File: config.mk
export PLATFORM = sky130hd
export DESIGN_NAME = fifo_wr_arbiter
export DESIGN_NICKNAME = d
export VERILOG_FILES = /design/src/rtl/fifo_wr_arbiter.sv
export SDC_FILE = /design/constraint.sdc
export NUM_CORES = 1
export LEC_CHECK = 0
export CELL_PAD_IN_SITES_DETAIL_PLACEMENT = 2
export CELL_PAD_IN_SITES_GLOBAL_PLACEMENT = 2
export CORE_MARGIN = 4
export CORE_UTILIZATION = 24
export DETAILED_ROUTE_END_ITERATION = 12
export PLACE_DENSITY = 0.81
export SYNTH_ARGS = -nofsm -noshare
export SYNTH_HDL_FRONTEND = slang
export SYNTH_SLANG_ARGS = --single-unit
File: constraint.sdc
create_clock -name clk -period 3.4 [get_ports clk]
set_clock_uncertainty 0.2 [all_clocks]
set_input_delay 1.02 -clock clk [delete_from_list [all_inputs] [get_ports clk]]
set_output_delay 1.02 -clock clk [all_outputs]
set_load 0.02 [all_outputs]
File: src/rtl/fifo_wr_arbiter.sv
// fifo_wr_arbiter: round-robin burst arbiter sharing one FIFO write port, with credit-based flow control
module fifo_wr_arbiter #(
  parameter int WIDTH     = 8,
  parameter int NREQ      = 4,
  parameter int LOG2DEPTH = 2,
  parameter int BURST     = 4
) (
  input  logic                                          clk,
  input  logic                                          rst_n,
  input  logic [NREQ-1:0]                               req,
  input  logic [NREQ*WIDTH-1:0]                         din,
  input  logic [NREQ-1:0]                               last,
  output logic [NREQ-1:0]                               gnt,
  output logic [NREQ-1:0]                               ack,
  input  logic                                          fifo_rd,
  output logic                                          fifo_wr_en,
  output logic [WIDTH-1:0]                              fifo_din,
  output logic [($clog2(NREQ) > 1 ? $clog2(NREQ) : 1)-1:0] owner,
  output logic [LOG2DEPTH:0]                            credit
);
  localparam int OW = $clog2(NREQ) > 1 ? $clog2(NREQ) : 1;
  localparam int CW = $clog2(BURST + 1);
  localparam logic [LOG2DEPTH:0] FULL = (LOG2DEPTH + 1)'(1 << LOG2DEPTH);
  localparam logic [0:0] IDLE = 1'b0;
  localparam logic [0:0] XFER = 1'b1;

  logic [0:0]    st;
  logic [CW-1:0] cnt;
  logic [OW-1:0] nxt;
  logic          hit;
  logic          acc;
  logic          done;

  assign ack  = gnt & req & {NREQ{credit != '0}};
  assign acc  = |ack;
  assign done = (acc & (last[owner] | (cnt == CW'(BURST - 1)))) | ~req[owner];

  // pick the first requester after the current owner; scanning downward lets the nearest one win
  always_comb begin
    nxt = owner;
    hit = 1'b0;
    for (int i = NREQ; i >= 1; i--)
      if (req[OW'((int'(owner) + i) % NREQ)]) begin
        nxt = OW'((int'(owner) + i) % NREQ);
        hit = 1'b1;
      end
  end

  // grant FSM: IDLE picks a winner, XFER counts beats until last, burst limit or request drop
  always_ff @(posedge clk or negedge rst_n)
    if (!rst_n) begin
      st    <= IDLE;
      gnt   <= '0;
      owner <= OW'(NREQ - 1);
      cnt   <= '0;
    end else if (st == IDLE) begin
      if (hit) begin
        st    <= XFER;
        gnt   <= NREQ'(1) << nxt;
        owner <= nxt;
        cnt   <= '0;
      end
    end else begin
      if (acc) cnt <= cnt + 1'b1;
      if (done) begin
        st  <= IDLE;
        gnt <= '0;
      end
    end

  // register the accepted beat toward the FIFO; data holds between writes
  always_ff @(posedge clk or negedge rst_n)
    if (!rst_n) begin
      fifo_wr_en <= 1'b0;
      fifo_din   <= '0;
    end else begin
      fifo_wr_en <= acc;
      if (acc) fifo_din <= din[int'(owner)*WIDTH +: WIDTH];
    end

  // free-entry count: accepts consume, consumer reads return, saturating at full
  always_ff @(posedge clk or negedge rst_n)
    if (!rst_n) credit <= FULL;
    else if (acc && !fifo_rd) credit <= credit - 1'b1;
    else if (fifo_rd && !acc && credit != FULL) credit <= credit + 1'b1;

  assert property (@(posedge clk) disable iff (!rst_n) !(fifo_rd && credit == FULL));
endmodule
==> run metrics, run 1 <==
Final ANT Viol Nets 0; Final Max Tran Viols 0; syn_nets 191; worst r2r src credit[0]; Seq/Total Area, Yosys 37.5%; worst r2r path cells 7; via count 1,384; Top Ports 65; hold path start fifo_din[1]; Post-CTS Setup Inserts 0; die height 86.4 um; H-tree depth 1; Site Rows 28; Crit. End Element primary output; HPWL after DPL 4.03 mm; nets 261; Fin. Hold Viols 0; Final min period 3.27 ns; Yosys cell types 41; final setup fails 0; first-pass GRT wire length 8.06 mm; Pwr Density 881 mW/mm^2; r2r setup slk 1.08 ns; Post-synth EDFFs 0; vias in the first global route 1,641; CTS tree done; area of the mapped netlist 0.00148 sq mm; Achievable Freq 306 MHz; Routed wire per std cell 16.9 um; max-cap viol count 0; total die area 0.00747 sq mm; total congestion overflow 0; Inserted Clock Buffers 3; Worst-Margin Slew 0.425 ns; Starting DRT DRC Count 23; commonest cells after routing, fill and taps aside 60 x clkdlybuf4s50_1, 36 x nand2_1, 19 x dfrtp_1; Clk pin slew, worst setup/hold paths 0.09 ns; simple-gate portion of the synthesized area 21.4%; Area growth syn-to-layout 55.3%; Hold Path Depth 2; GRT Overall Usage 13.9%; warnings from Yosys 0; Initial DRT Pass Iterations 4; final core utilization 38.5%; share of layout cells above drive strength 1 14.5%; clk buf depth 2; Worst setup SP type input pin; clk_lat worst skew 0.28 ns; Core Box Area 0.00596 sq mm; Max FO, Critical Path 2; CP required 2.18 ns; largest family of logic cells by synthesized area simple AND/OR/NAND/NOR gates; RSZ-0062 raised after global routing no; r2r endpoint credit[1]; #FFs+latches synth 22; port bufs 64; root buf cell clkbuf_8; most common cell after layout, fill and taps aside clkdlybuf4s50_1; Mapped Avg Cell Area 10.2 sq um; Cells after Synth 145; Placer Congestion 0.722; # diodes 0; largest net degree at the start of global routing 23; period utilisation layout 96.1%; Die W 86.4 um; compound-gate portion of the synthesized area 10.6%; critical path type in -> out; worst setup margin 0.133 ns; Hold Buf Count CTS 0; initial antenna violation count 0; post-synthesis mux area share 20.9%; worst hold-check path type reg -> reg; CP startpoint req[3]; Routed WL 4.88 mm; XOR/XNOR share of the synthesized area 0.593%; CTS sink count 22; drt drc 0; Static Leakage 0.989 nW; maximum VDD drop 0.315 mV; Main synth FF type dfrtp_1; asr flop ratio synth 100%; status finished, final reports clean; setup tns final 0 ns; WHS Endpoint fifo_din[1]; Via density 4.79; Initial Util 24.8%; CP arrival 2.05 ns; Max-slew headroom 71.7%; post-place setup slack -0.157 ns; Synth Area in Adders 3.05%
flip-flops by register name, indices dropped and copies added (netlist names):
| name | count |
|---|---|
| fifo_wr_en | 1 |
| cnt | 3 |
| owner | 2 |
| gnt | 4 |
| st | 1 |
| fifo_din | 8 |
| credit | 3 |
kinds of logic after synthesis:
family / count (synthesis)
AO/OA/AOI/OAI: 20
XOR/XNOR: 1
adder cells (fa/ha/maj): 3
buffers and inverters: 16
flip-flops: 22
multiplexers: 19
AND/OR/NAND/NOR: 64
power breakdown:
group / total, mW / leakage, nW / internal [mW] / switching (mW)
Combinational: 1.22 / 0.680 / 0.588 / 0.630
Clock: 0.255 / 0.0357 / 0.158 / 0.0972
Sequential: 0.547 / 0.274 / 0.403 / 0.143
metrics by stage:
step | cells | hold WS, ns | area [sq um] | power, mW
2_1_floorplan | 145 | 0.252 | 1480 | 1.33
3_3_place_gp | 285 | 0.258 | 2230 | 1.76
5_1_grt | 289 | 0.336 | 2290 | 2.20
4_1_cts | 289 | 0.301 | 2290 | 2.07
6_report | 289 | 0.290 | 2290 | 2.02
3_5_place_dp | 285 | 0.275 | 2230 | 1.81
worst max-delay path, stage by stage:
cell and delay, ns:
clkdlybuf4s50_1 0.51, nand2_1 0.09, nor2_1 0.09, dlygate4sd2_1 0.34
timing repair:
| action | in CTS | in global routing |
|---|---|---|
| hold endpoints to repair | 0 | 0 |
| resized for setup | 4 | 0 |
| setup endpoints to repair | 4 | 0 |
cell usage after synthesis (2+ instances only):
cell type,n,area (sq um)
nor2_1,8,30.0
ha_1,2,25.0
o2111ai_1,2,17.5
mux4_2,8,180
nand3b_1,5,37.5
mux2_1,2,22.5
mux2i_1,8,80.1
a31o_1,2,17.5
a21oi_1,2,10.0
or2_1,2,12.5
o211ai_1,4,30.0
dfstp_2,3,78.8
nand2_1,36,135
buf_6,2,22.5
o21ai_0,2,10.0
inv_1,6,22.5
nand2b_1,2,12.5
buf_4,2,15.0
nor2b_1,4,25.0
dfrtp_1,19,475
buf_2,3,15.0
clkbuf_1,2,7.51
cell type report:
class	instances	area (sq um)
Fill cell	665	3660
Clock buffer	3	41.3
Clock inverter	1	30.0
Multi-Input combinational cell	107	836
Tap cell	75	93.8
Sequential cell	22	554
Timing Repair Buffer	74	711
Inverter	7	26.3
layer usage:
layer,track usage (%),vias to the layer above,wire length [um]
met1,15.8,700,1920
met4,5.67,0,118
met3,1.62,8,131
met2,26.0,22,2720
li1,-,654,-
met5,0,-,0
worst max path at each step:
| stage | end | slack (ns) | cells after the start |
|---|---|---|---|
| after global routing | ack[3] | 0.05 | 4 |
| after global placement | ack[3] | -0.15 | 4 |
| after floorplan | credit[2] | 0.47 | 10 |
| after detailed placement | ack[3] | -0.16 | 4 |
| final | ack[3] | 0.13 | 4 |
| after CTS | ack[3] | 0.12 | 4 |
Power figures use the tool's default switching activity.
==> run 2: changes to the inputs <==
- CORE_MARGIN: 4 -> default
- CORE_UTILIZATION: 24 -> 26
- PLACE_DENSITY: 0.81 -> 0.86
- clock period: 3.4 -> 4.2 ns (I/O delays scaled with it)
==> run 2 against run 1 <==
Net effect:
- sequential power down 12%
- routed wire length grew 5.4%
- hold slack better by 0.0025 ns
- critical path type unchanged
- core utilization rose by 2.9 points
- largest cell class unchanged
- via count rose by 0.72%
- design area down 1.1%
- critical path depth did not move
- clock-buffer cell count is the same
- highest routed layer unchanged
==> run metrics, run 2 (synthesis results as in run 1) <==
Largest register FFs 8; final core utilization 41.4%; Routed WL 5.15 mm; Achievable Freq 247 MHz; share of layout cells above drive strength 1 12.9%; Initial DRT Pass Iterations 4; CP arrival 2.58 ns; H-tree depth 1; r2r setup slk 1.66 ns; setup tns final 0 ns; Top Ports 65; Post-CTS Setup Inserts 0; Final ANT Viol Nets 0; slowest stage delay, CP 0.61 ns; Placer Congestion 0.693; total congestion overflow 0; total die area 0.00598 sq mm; max-cap viol count 0; most used cell, CP clkdlybuf4s50_1; Area growth syn-to-layout 53.5%; period utilisation layout 96.3%; # diodes 0; worst r2r path cells 9; r2r endpoint credit[2]; Final Non-Filler Cells 282; CP required 2.74 ns; final setup fails 0; most common cell after layout, fill and taps aside clkdlybuf4s50_1; clk_lat worst skew 0.27 ns; commonest cells after routing, fill and taps aside 63 x clkdlybuf4s50_1, 36 x nand2_1, 19 x dfrtp_1; total power 1.65 mW; worst hold-check path type reg -> reg; critical path type in -> out; Via density 4.94; clk buf depth 2; Max FO, Critical Path 2; met2 WL 2.97 mm; Worst-Margin Slew 1.04 ns; Crit. End Element primary output; Core Box Area 0.00547 sq mm; Starting DRT DRC Count 22; CP startpoint req[2]; Pwr Density 727 mW/mm^2; vias in the first global route 1,605; nets 257; RSZ-0062 raised after global routing no; Routed wire per std cell 18.3 um; Site Rows 27; root buf cell clkbuf_8; Final Max Tran Viols 0; largest registers fifo_din x8, gnt x4; largest net degree at the start of global routing 22; Inserted Clock Buffers 3; CTS sink count 22; Clk pin slew, worst setup/hold paths 0.09 ns; Static Leakage 0.970 nW; CP max-delay cell clkdlybuf4s50_1; Max-slew headroom 30.5%; maximum VDD drop 0.253 mV; worst setup margin 0.157 ns; DR top layer met4; Placed Cells 278; via count 1,394; status finished, final reports clean; Fin. Hold Viols 0; HPWL after DPL 4.11 mm; port bufs 64; cells along the critical path clkdlybuf4s50_1 -> nand2_1 -> nor2_1 -> clkdlybuf4s50_1; Die W 77.4 um; Worst setup SP type input pin; initial antenna violation count 0; CTS tree done; drt drc 0; GRT Overall Usage 18.3%; Top reg by flops fifo_din; worst r2r src credit[2]; met3 WL 126 um; Final min period 4.04 ns; Initial Util 27.0%; first-pass GRT wire length 8.34 mm; Worst setup endpoint ack[2]; WL met1 1.97 mm; post-place setup slack 0.0609 ns; die height 77.4 um
[run 2: report_power, final]
group          internal [mW]  switching (mW)
registers              0.328           0.154
clock network          0.128          0.0799
logic                  0.468           0.490
[run 2: stage by stage]
step           area [sq um]  hold WS, ns
6_report               2270        0.293
5_1_grt                2270        0.333
4_1_cts                2260        0.299
3_5_place_dp           2190        0.277
3_3_place_gp           2190        0.258
2_1_floorplan          1480        0.252
[run 2: worst min path at each step]
stage,start,end,slack (ns),cells after the start
after floorplan,cnt[0],cnt[0],0.25,1
after global placement,fifo_din[2],fifo_din[2],0.26,2
after detailed placement,fifo_din[5],fifo_din[5],0.28,2
after CTS,fifo_din[5],fifo_din[5],0.30,2
after global routing,fifo_din[5],fifo_din[5],0.33,2
final,fifo_din[5],fifo_din[5],0.29,2
[run 2: critical path, delay by kind of cell]
| kind | cells | cell delay, ns |
|---|---|---|
| simple gates | 2 | 0.18 |
| buf+inv | 2 | 1.14 |
[run 2: layout make-up]
type,instances,area (sq um)
well taps,72,90.1
inverters,7,26.3
clock inverters,1,30.0
fillers,606,3210
multi-input cells,107,836
flip-flops and latches,22,554
clock buffers,3,41.3
repair buffers,70,688
[run 2: layer usage]
| metal | track usage (%) | up-vias |
|---|---|---|
| met3 | 1.88 | 8 |
| li1 | - | 643 |
| met5 | 0 | - |
| met4 | 6.42 | 0 |
| met1 | 19.9 | 714 |
| met2 | 36.2 | 29 |
[run 2: repair_timing]
item / in CTS / in global routing
setup endpoints to repair: 0 / 1
resized for setup: 0 / 1
hold buffers: 0 / 0
hold endpoints to repair: 0 / 0
